### src/rtl/hyperbus_pkg.sv
// Shared types and constants for the Wishbone to HyperBus bridge.
package hyperbus_pkg;

    typedef enum logic [2:0] {
        ST_IDLE,
        ST_REQ,
        ST_WDATA,
        ST_RDATA,
        ST_ACK,
        ST_ERR
    } state_t;

    localparam logic [2:0] CTI_CLASSIC = 3'b000;
    localparam logic [2:0] CTI_INCR    = 3'b010;
    localparam logic [2:0] CTI_EOB     = 3'b111;

    localparam logic [1:0] BTE_LINEAR = 2'b00;
    localparam logic [1:0] BTE_WRAP4  = 2'b01;
    localparam logic [1:0] BTE_WRAP8  = 2'b10;
    localparam logic [1:0] BTE_WRAP16 = 2'b11;

    // Beat-index bits that may change inside a wrapping burst (beats - 1).
    function automatic logic [3:0] wrap_mask(input logic [1:0] bte);
        case (bte)
            BTE_WRAP4:  return 4'd3;
            BTE_WRAP8:  return 4'd7;
            BTE_WRAP16: return 4'd15;
            default:    return 4'd0;
        endcase
    endfunction

endpackage

### src/rtl/hyperbus_width_conv.sv
// R-slice serializer/deserializer: one wide register walked a narrow slice
// at a time, least-significant slice first.
module hyperbus_width_conv #(
    parameter int WIDE_WIDTH   = 32,
    parameter int NARROW_WIDTH = 16
) (
    input  logic                      clk,
    input  logic                      rst,
    input  logic                      load,
    input  logic                      step,
    input  logic                      store,
    input  logic [WIDE_WIDTH-1:0]     wide_i,
    input  logic [WIDE_WIDTH/8-1:0]   sel_i,
    input  logic [NARROW_WIDTH-1:0]   narrow_i,
    output logic [WIDE_WIDTH-1:0]     wide_o,
    output logic [NARROW_WIDTH-1:0]   narrow_o,
    output logic [NARROW_WIDTH/8-1:0] mask_o,
    output logic                      last
);
    localparam int R  = WIDE_WIDTH / NARROW_WIDTH;
    localparam int MW = NARROW_WIDTH / 8;
    localparam int KW = (R > 1) ? $clog2(R) : 1;

    logic [WIDE_WIDTH-1:0]   data_q;
    logic [WIDE_WIDTH/8-1:0] sel_q;
    logic [KW-1:0]           k;

    // Load resets the slice pointer; step (serialize) and store (deserialize)
    // both advance it, wrapping after the last slice so back-to-back beats
    // start at slice 0 again.
    always_ff @(posedge clk) begin
        if (rst) begin
            data_q <= '0;
            sel_q  <= '0;
            k      <= '0;
        end else if (load) begin
            data_q <= wide_i;
            sel_q  <= sel_i;
            k      <= '0;
        end else if (step || store) begin
            if (store)
                data_q[int'(k)*NARROW_WIDTH +: NARROW_WIDTH] <= narrow_i;
            k <= last ? '0 : k + 1'b1;
        end
    end

    assign last     = (k == KW'(R - 1));
    assign wide_o   = data_q;
    assign narrow_o = data_q[int'(k)*NARROW_WIDTH +: NARROW_WIDTH];
    assign mask_o   = sel_q[int'(k)*MW +: MW];

endmodule

### src/rtl/hyperbus_wb_bridge.sv
// Wishbone B4 classic slave turning each access into one HyperBus controller
// transaction of R words, with incrementing bursts and a stall watchdog.
//
// state    | meaning
// ---------+-----------------------------------------------------------
// ST_IDLE  | waiting for cyc&stb
// ST_REQ   | rrq/wrq held until the controller raises busy
// ST_WDATA | serializing write words with wvalid/wready
// ST_RDATA | collecting read words qualified by rvalid
// ST_ACK   | wb_ack_o high; continue an incrementing burst or go idle
// ST_ERR   | wb_err_o high after a watchdog expiry
module hyperbus_wb_bridge
    import hyperbus_pkg::*;
#(
    parameter int WB_DATA_WIDTH   = 32,
    parameter int WB_ADDR_WIDTH   = 32,
    parameter int HBUS_DATA_WIDTH = 16,
    parameter int TIMEOUT_CYCLES  = 1024
) (
    input  logic                         wb_clk,
    input  logic                         wb_rst,
    input  logic [WB_ADDR_WIDTH-1:0]     wb_adr_i,
    input  logic [WB_DATA_WIDTH-1:0]     wb_dat_i,
    input  logic [WB_DATA_WIDTH/8-1:0]   wb_sel_i,
    input  logic                         wb_we_i,
    input  logic                         wb_cyc_i,
    input  logic                         wb_stb_i,
    input  logic [2:0]                   wb_cti_i,
    input  logic [1:0]                   wb_bte_i,
    output logic [WB_DATA_WIDTH-1:0]     wb_dat_o,
    output logic                         wb_ack_o,
    output logic                         wb_err_o,
    output logic                         wb_rty_o,
    output logic [WB_ADDR_WIDTH-1:0]     hbus_adr_o,
    output logic [7:0]                   hbus_len_o,
    output logic                         hbus_rrq,
    output logic                         hbus_wrq,
    input  logic                         hbus_busy,
    output logic [HBUS_DATA_WIDTH-1:0]   hbus_dat_o,
    output logic [HBUS_DATA_WIDTH/8-1:0] hbus_mask_o,
    output logic                         hbus_wvalid,
    input  logic                         hbus_wready,
    input  logic [HBUS_DATA_WIDTH-1:0]   hbus_dat_i,
    input  logic                         hbus_rvalid
);
    localparam int R          = WB_DATA_WIDTH / HBUS_DATA_WIDTH;
    localparam int MW         = HBUS_DATA_WIDTH / 8;
    localparam int WB_BYTES   = WB_DATA_WIDTH / 8;
    localparam int ADR_SHIFT  = $clog2(MW);
    localparam int BEAT_SHIFT = $clog2(WB_BYTES);
    localparam int WD_W       = $clog2(TIMEOUT_CYCLES + 1);
    localparam logic [WD_W-1:0] WD_LOAD = WD_W'(TIMEOUT_CYCLES - 1);

    state_t                   state;
    logic [WB_ADDR_WIDTH-1:0] adr_q;
    logic                     we_q;
    logic                     aborted;
    logic [WD_W-1:0]          wd_cnt;

    logic                     start, load, wr_xfer, rd_xfer, conv_last;
    logic                     wd_reload, wd_expired;
    logic [WB_ADDR_WIDTH-1:0] adr_inc, wrap_bits, next_adr;

    assign wb_rty_o   = 1'b0;
    assign hbus_len_o = 8'(R);
    assign hbus_adr_o = adr_q >> ADR_SHIFT;

    // Write data is captured at the start and re-sampled while a write
    // request is pending, so the next burst beat's data (presented after the
    // previous ack) is what gets serialized.
    assign start   = (state == ST_IDLE) && wb_cyc_i && wb_stb_i;
    assign load    = start || ((state == ST_REQ) && we_q && wb_cyc_i && wb_stb_i);
    assign wr_xfer = (state == ST_WDATA) && hbus_wvalid && hbus_wready;
    assign rd_xfer = (state == ST_RDATA) && hbus_rvalid;

    assign wd_reload  = (state == ST_IDLE) || (state == ST_ACK) || (state == ST_ERR) ||
                        ((state == ST_REQ) && hbus_busy) || wr_xfer || rd_xfer;
    assign wd_expired = (wd_cnt == '0);

    // Next burst address: linear increment, or only the beat-index bits
    // inside the wrap window take the incremented value.
    always_comb begin
        adr_inc   = adr_q + WB_ADDR_WIDTH'(WB_BYTES);
        wrap_bits = WB_ADDR_WIDTH'(wrap_mask(wb_bte_i)) << BEAT_SHIFT;
        if (wb_bte_i == BTE_LINEAR)
            next_adr = adr_inc;
        else
            next_adr = (adr_q & ~wrap_bits) | (adr_inc & wrap_bits);
    end

    hyperbus_width_conv #(
        .WIDE_WIDTH  (WB_DATA_WIDTH),
        .NARROW_WIDTH(HBUS_DATA_WIDTH)
    ) u_conv (
        .clk     (wb_clk),
        .rst     (wb_rst),
        .load    (load),
        .step    (wr_xfer),
        .store   (rd_xfer),
        .wide_i  (wb_dat_i),
        .sel_i   (wb_sel_i),
        .narrow_i(hbus_dat_i),
        .wide_o  (wb_dat_o),
        .narrow_o(hbus_dat_o),
        .mask_o  (hbus_mask_o),
        .last    (conv_last)
    );

    // Bridge sequencer with registered request/handshake/termination outputs
    // and the watchdog down-counter.
    always_ff @(posedge wb_clk) begin
        if (wb_rst) begin
            state       <= ST_IDLE;
            adr_q       <= '0;
            we_q        <= 1'b0;
            aborted     <= 1'b0;
            wd_cnt      <= WD_LOAD;
            hbus_rrq    <= 1'b0;
            hbus_wrq    <= 1'b0;
            hbus_wvalid <= 1'b0;
            wb_ack_o    <= 1'b0;
            wb_err_o    <= 1'b0;
        end else begin
            wb_ack_o <= 1'b0;
            wb_err_o <= 1'b0;
            if (wd_reload)
                wd_cnt <= WD_LOAD;
            else if (!wd_expired)
                wd_cnt <= wd_cnt - 1'b1;

            case (state)
                ST_IDLE: begin
                    if (start) begin
                        adr_q    <= wb_adr_i;
                        we_q     <= wb_we_i;
                        aborted  <= 1'b0;
                        hbus_wrq <= wb_we_i;
                        hbus_rrq <= !wb_we_i;
                        state    <= ST_REQ;
                    end
                end
                ST_REQ: begin
                    if (hbus_busy) begin
                        hbus_rrq    <= 1'b0;
                        hbus_wrq    <= 1'b0;
                        hbus_wvalid <= we_q;
                        aborted     <= !wb_cyc_i;
                        state       <= we_q ? ST_WDATA : ST_RDATA;
                    end else if (!wb_cyc_i) begin
                        hbus_rrq <= 1'b0;
                        hbus_wrq <= 1'b0;
                        state    <= ST_IDLE;
                    end else if (wd_expired) begin
                        hbus_rrq <= 1'b0;
                        hbus_wrq <= 1'b0;
                        wb_err_o <= 1'b1;
                        state    <= ST_ERR;
                    end
                end
                ST_WDATA, ST_RDATA: begin
                    if (!wb_cyc_i)
                        aborted <= 1'b1;
                    if ((wr_xfer || rd_xfer) && conv_last) begin
                        hbus_wvalid <= 1'b0;
                        // An abandoned cycle finishes the controller
                        // transaction silently.
                        if (aborted || !wb_cyc_i) begin
                            state <= ST_IDLE;
                        end else begin
                            wb_ack_o <= 1'b1;
                            state    <= ST_ACK;
                        end
                    end else if (!(wr_xfer || rd_xfer) && wd_expired) begin
                        hbus_wvalid <= 1'b0;
                        if (aborted || !wb_cyc_i) begin
                            state <= ST_IDLE;
                        end else begin
                            wb_err_o <= 1'b1;
                            state    <= ST_ERR;
                        end
                    end
                end
                ST_ACK: begin
                    if (wb_cyc_i && wb_stb_i && (wb_cti_i == CTI_INCR)) begin
                        adr_q    <= next_adr;
                        hbus_wrq <= we_q;
                        hbus_rrq <= !we_q;
                        state    <= ST_REQ;
                    end else begin
                        state <= ST_IDLE;
                    end
                end
                ST_ERR: begin
                    state <= ST_IDLE;
                end
                default: begin
                    state <= ST_IDLE;
                end
            endcase
        end
    end

endmodule

### config.mk
export PLATFORM = sky130hd
export DESIGN_NAME = hyperbus_wb_bridge
export DESIGN_NICKNAME = d
export VERILOG_FILES = /design/src/rtl/hyperbus_pkg.sv /design/src/rtl/hyperbus_width_conv.sv /design/src/rtl/hyperbus_wb_bridge.sv
export SDC_FILE = /design/constraint.sdc
export NUM_CORES = 1
export LEC_CHECK = 0
export ABC_AREA = 1
export CORE_ASPECT_RATIO = 0.5
export CORE_MARGIN = 3
export CORE_UTILIZATION = 45
export DETAILED_ROUTE_END_ITERATION = 10
export PLACE_DENSITY_LB_ADDON = 0.05
export SLEW_MARGIN = 10
export SYNTH_ARGS = -nofsm -noshare
export SYNTH_HDL_FRONTEND = slang
export SYNTH_HIERARCHICAL = 1
export SYNTH_SLANG_ARGS = --single-unit
### constraint.sdc
create_clock -name wb_clk -period 5.6 [get_ports wb_clk]
set_clock_uncertainty 0.2 [all_clocks]
set_input_delay 1.12 -clock wb_clk [delete_from_list [all_inputs] [get_ports wb_clk]]
set_output_delay 1.12 -clock wb_clk [all_outputs]
set_load 0.02 [all_outputs]
==> metrics list <==
- Result of the run: completed
- Worst Path Buf+Inv: 3
- In the detailed route, the total length drawn on met2 is ~7.5 mm.
- For the finished layout, the period the worst path requires is between 3 and 4 ns.
- Entering global routing, the biggest net connects between 50 and 60 pins.
- In this run the critical register-to-register path is captured at u_conv/wide_o[11].
- PD cells: approximately 340 mW/mm²
- IR drop worst, VDD: approximately 0.17 mV
* Detailed-routing wirelength on met1: 7.257 mm
- The initial utilization of the core area, before any placement, comes to 0.4812.
- Synth cell count leaders: 288 x nand2_1, 145 x nor2_1, 96 x inv_1
* Cell count after synthesis: 932
- Crit path arrival time: 3.99 ns
- The first global-routing pass estimated ~27 mm of wire.
- Of the cells placed in the final design, the portion with a size suffix greater than 1 is 0.03208.
- Layout Cell Area excl Fill: around 0.0076 mm²
- After detailed routing, the average wire length per cell comes to around 13 µm.
- DR pass1 iterations: 5
* Number of design-rule violations left by the first detailed-router iteration: about 460
- P_leak: 3.364 nW
- Area of placed instances: between 0.007 and 0.008 mm²
- Final nets: about 1200
* CP cell instances: clkdlybuf4s50_1, nand2_1, o31ai_4, buf_4, inv_2, nand2_1, nand2_1, nand2_1, nand2_1, nor2_1
* Class of the most critical setup path: in2reg
- Total vias in the final route: a little over 6000
- The later pin in the worst-skew pair is clocked with a latency of ~0.34 ns.
- Final-report hold violation count: 0
* Number of cells traversed by the worst register-to-register path: 12
* Part of the cycle the worst path needs: 0.7000
- Startpoint of the lowest-slack register-to-register path: state[2]
- After clock tree synthesis, the setup repair step added 0 buffers.
- Antenna violations before repair: 0
- For this run, the leading register cell type out of synthesis is dfxtp_1.
- Highest routed metal layer: met4
- From left edge to right edge, the die measures roughly 160 µm.
- Registers take 0.001783 mm².
* Kind of launch point of the worst setup path: input pin
* Fill cell total of the finished layout: between 1000 and 1500
- Setup slack on the worst reg-to-reg path comes out at between 2 and 2.5 ns.
- The number of hold buffers added after CTS was 0.
- Netlist Area Pre-Place: 0.005527 mm²
* Clock buffer count from CTS: 9
- The slowest stage of the critical path is the nand2_1 cell.
- After detailed placement, the design holds a cell count of roughly 1200.
- Cell type group with the largest total delay on the critical path: simple AND/OR/NAND/NOR gates
* Core box area: 0.01149 mm²
- Slowest Stage Delay on Critical Path: 0.64 ns
- By area the synthesized netlist is led by dfxtp_1 32%, nand2_1 20%, nor2_1 9.8%, inv_1 6.5%, o21ai_0 6.1%.
- For this run, asynchronously set or reset flops after synthesis account for 0.
* Vias per inst: approximately 4.9
* Worst-path clk slew: about 0.060 ns
- RSZ-0062 raised after global routing: no
* Cell repeated most along the worst path: nand2_1
* Area share of the largest cell type after synthesis: 0.3224
- Global routing finished with a remaining overflow of 0.
- Antenna fix cells: 0
- Max-capacitance violation count: 0
- Half-perimeter wire length of the detailed placement result: 11.74 mm
* Max Fanout on Critical Path: 39
- Vert. Die Dim: ~84 µm
* Post-route setup TNS: 0 ns
- For this run, the top clock speed supported by timing is approximately 260 MHz.
- In this run the worst hold path is classified as reg2reg.
- 193 I/O pins were placed.
- Std cell rows: 27
- At the pin with the least slew margin, the transition time is between 1 and 1.5 ns.
- Count of clock tree sinks: 89
* WP depth: 10
* Start point of the critical path: wb_cyc_i
* Timing endpoint of the critical path: u_conv/wide_o[11]
- Overall routing resource usage: 0.2358
* Critical path data required time: 5.67 ns
- Compared with the post-synthesis result, the final layout area differs by 38.01%.
- Once detail routing completed, the nets flagged for antenna violations numbered 0.
* Most frequently used cell type in the post-synthesis netlist: nand2_1
- Total of warnings raised by yosys: 6
- The count of final max-slew check failures came to 0.
- Wires add up to about 16 mm.
- Root cell of the clock tree: clkbuf_16
- The largest total area in the synthesized netlist belongs to dfxtp_1.
- Area of combinational cells with multiple inputs: roughly 0.0031 mm²
- Number of cells in the finished layout apart from fillers: between 1000 and 1500
- The via count of the first global-routing pass was between 5000 and 6000.
- The clock passes through at most 2 buffers.
* Count of input and output buffers: between 150 and 200
- Final setup vio count: 0
* Number of register bits inferred by synthesis: about 90
- Portion of the post-synthesis area used by sequential elements: 0.3224
- Dividing the synthesized area by the synthesized cell count gives just under 6 µm².
- Critical path capture point type: flop
* Resized Gates After CTS: 0
* Number of distinct standard cells referenced by the synthesized netlist: 38
* Die area: roughly 0.014 mm²
- Max transition margin: 0.2803
- TritonCTS built the clock tree.
* Gp weighted congestion: 0.8775
- In the routed design, unresolved DRC markers number 0.
- Wire length on met3: between 1 and 1.5 mm
* Number of enable flip-flop cells after synthesis: 0
- Maximum level of the CTS H-tree: 3
[state kept, by name, summed over array words and instances, names as in the netlist, named ones only]
signal         count
state              3
hbus_wvalid        1
hbus_wrq           1
hbus_rrq           1
aborted            1
adr_q             29
wd_cnt            11
wb_err_o           1
u_conv/last        1
u_conv/sel_q       4
u_conv/wide_o     32
wb_ack_o           1
we_q               1
[placed cells by master (no fill, tap or decap), drive strengths merged, types with 3 or more instances in the layout]
master and n:
nand4 9, o21a 3, a21oi 64, conb 10
nand3 61, nor2 150, nor3 7, clkdlybuf4s50 181
ha 3, a21o 4, xor2 3, dfxtp 89
inv 102, o21ai 83, clkbuf 12, nand2 290
[worst min path at each step]
stage              from       end  slack [ns]  cells past startpoint
2_1_floorplan   aborted   aborted        0.22                      2
3_3_place_gp    aborted   aborted        0.24                      2
3_5_place_dp    aborted   aborted        0.24                      2
4_1_cts         aborted   aborted        0.25                      2
5_1_grt        adr_q[1]  adr_q[1]        0.26                      2
6_report       adr_q[1]  adr_q[1]        0.25                      2
[worst register-to-register path: cells and delay by family, from the launching register on]
kind                   cells  cell delay (ns)
AO/OA/AOI/OAI              1             0.19
buffers and inverters      4             1.01
flip-flops                 1             0.36
AND/OR/NAND/NOR            7             1.53
[routing by layer]
| metal | vias up | global-route usage |
|---|---|---|
| met2 | 208 | 0.4054 |
| li1 | 3233 | - |
| met4 | 0 | 0.06754 |
| met1 | 2725 | 0.2881 |
| met5 | - | 0 |
| met3 | 19 | 0.06949 |
[through the flow]
step	util	hold slack, ns	power, mW	setup WS [ns]
2_1_floorplan	-	0.2245	1.536	2.980
3_3_place_gp	0.6369	0.2357	1.953	1.422
3_5_place_dp	0.6369	0.2429	1.972	1.323
4_1_cts	0.6641	0.2517	2.620	1.662
5_1_grt	0.6641	0.2650	2.786	1.337
6_report	0.6641	0.2537	2.607	1.680
[report_power, final]
| part | total [mW] | switching (mW) | leakage, nW | internal, mW |
|---|---|---|---|---|
| Combinational | 1.09 | 0.626 | 2.48 | 0.459 |
| Clock | 0.641 | 0.241 | 0.153 | 0.400 |
| Sequential | 0.881 | 0.126 | 0.730 | 0.755 |
| Total | 2.61 | 0.993 | 3.36 | 1.61 |
[cell type report]
type | instances | area share
Multi-Input combinational cell | 701 | 0.4091
Timing Repair Buffer | 183 | 0.2395
Sequential cell | 89 | 0.2338
Inverter | 103 | 0.05069
Clock buffer | 12 | 0.03232
Tap cell | 159 | 0.02608
Clock inverter | 3 | 0.008530
[logic make-up after synthesis]
logic type / count (synthesis) / synth area share
simple gates: 522 / 0.3862
compound gates: 162 / 0.1560
buf+inv: 150 / 0.1209
flops: 89 / 0.3224
xor+xnor: 4 / 0.006340
fa+ha+maj: 3 / 0.006793
other cells: 2 / 0.001359
(Power assumes the default switching activity.)
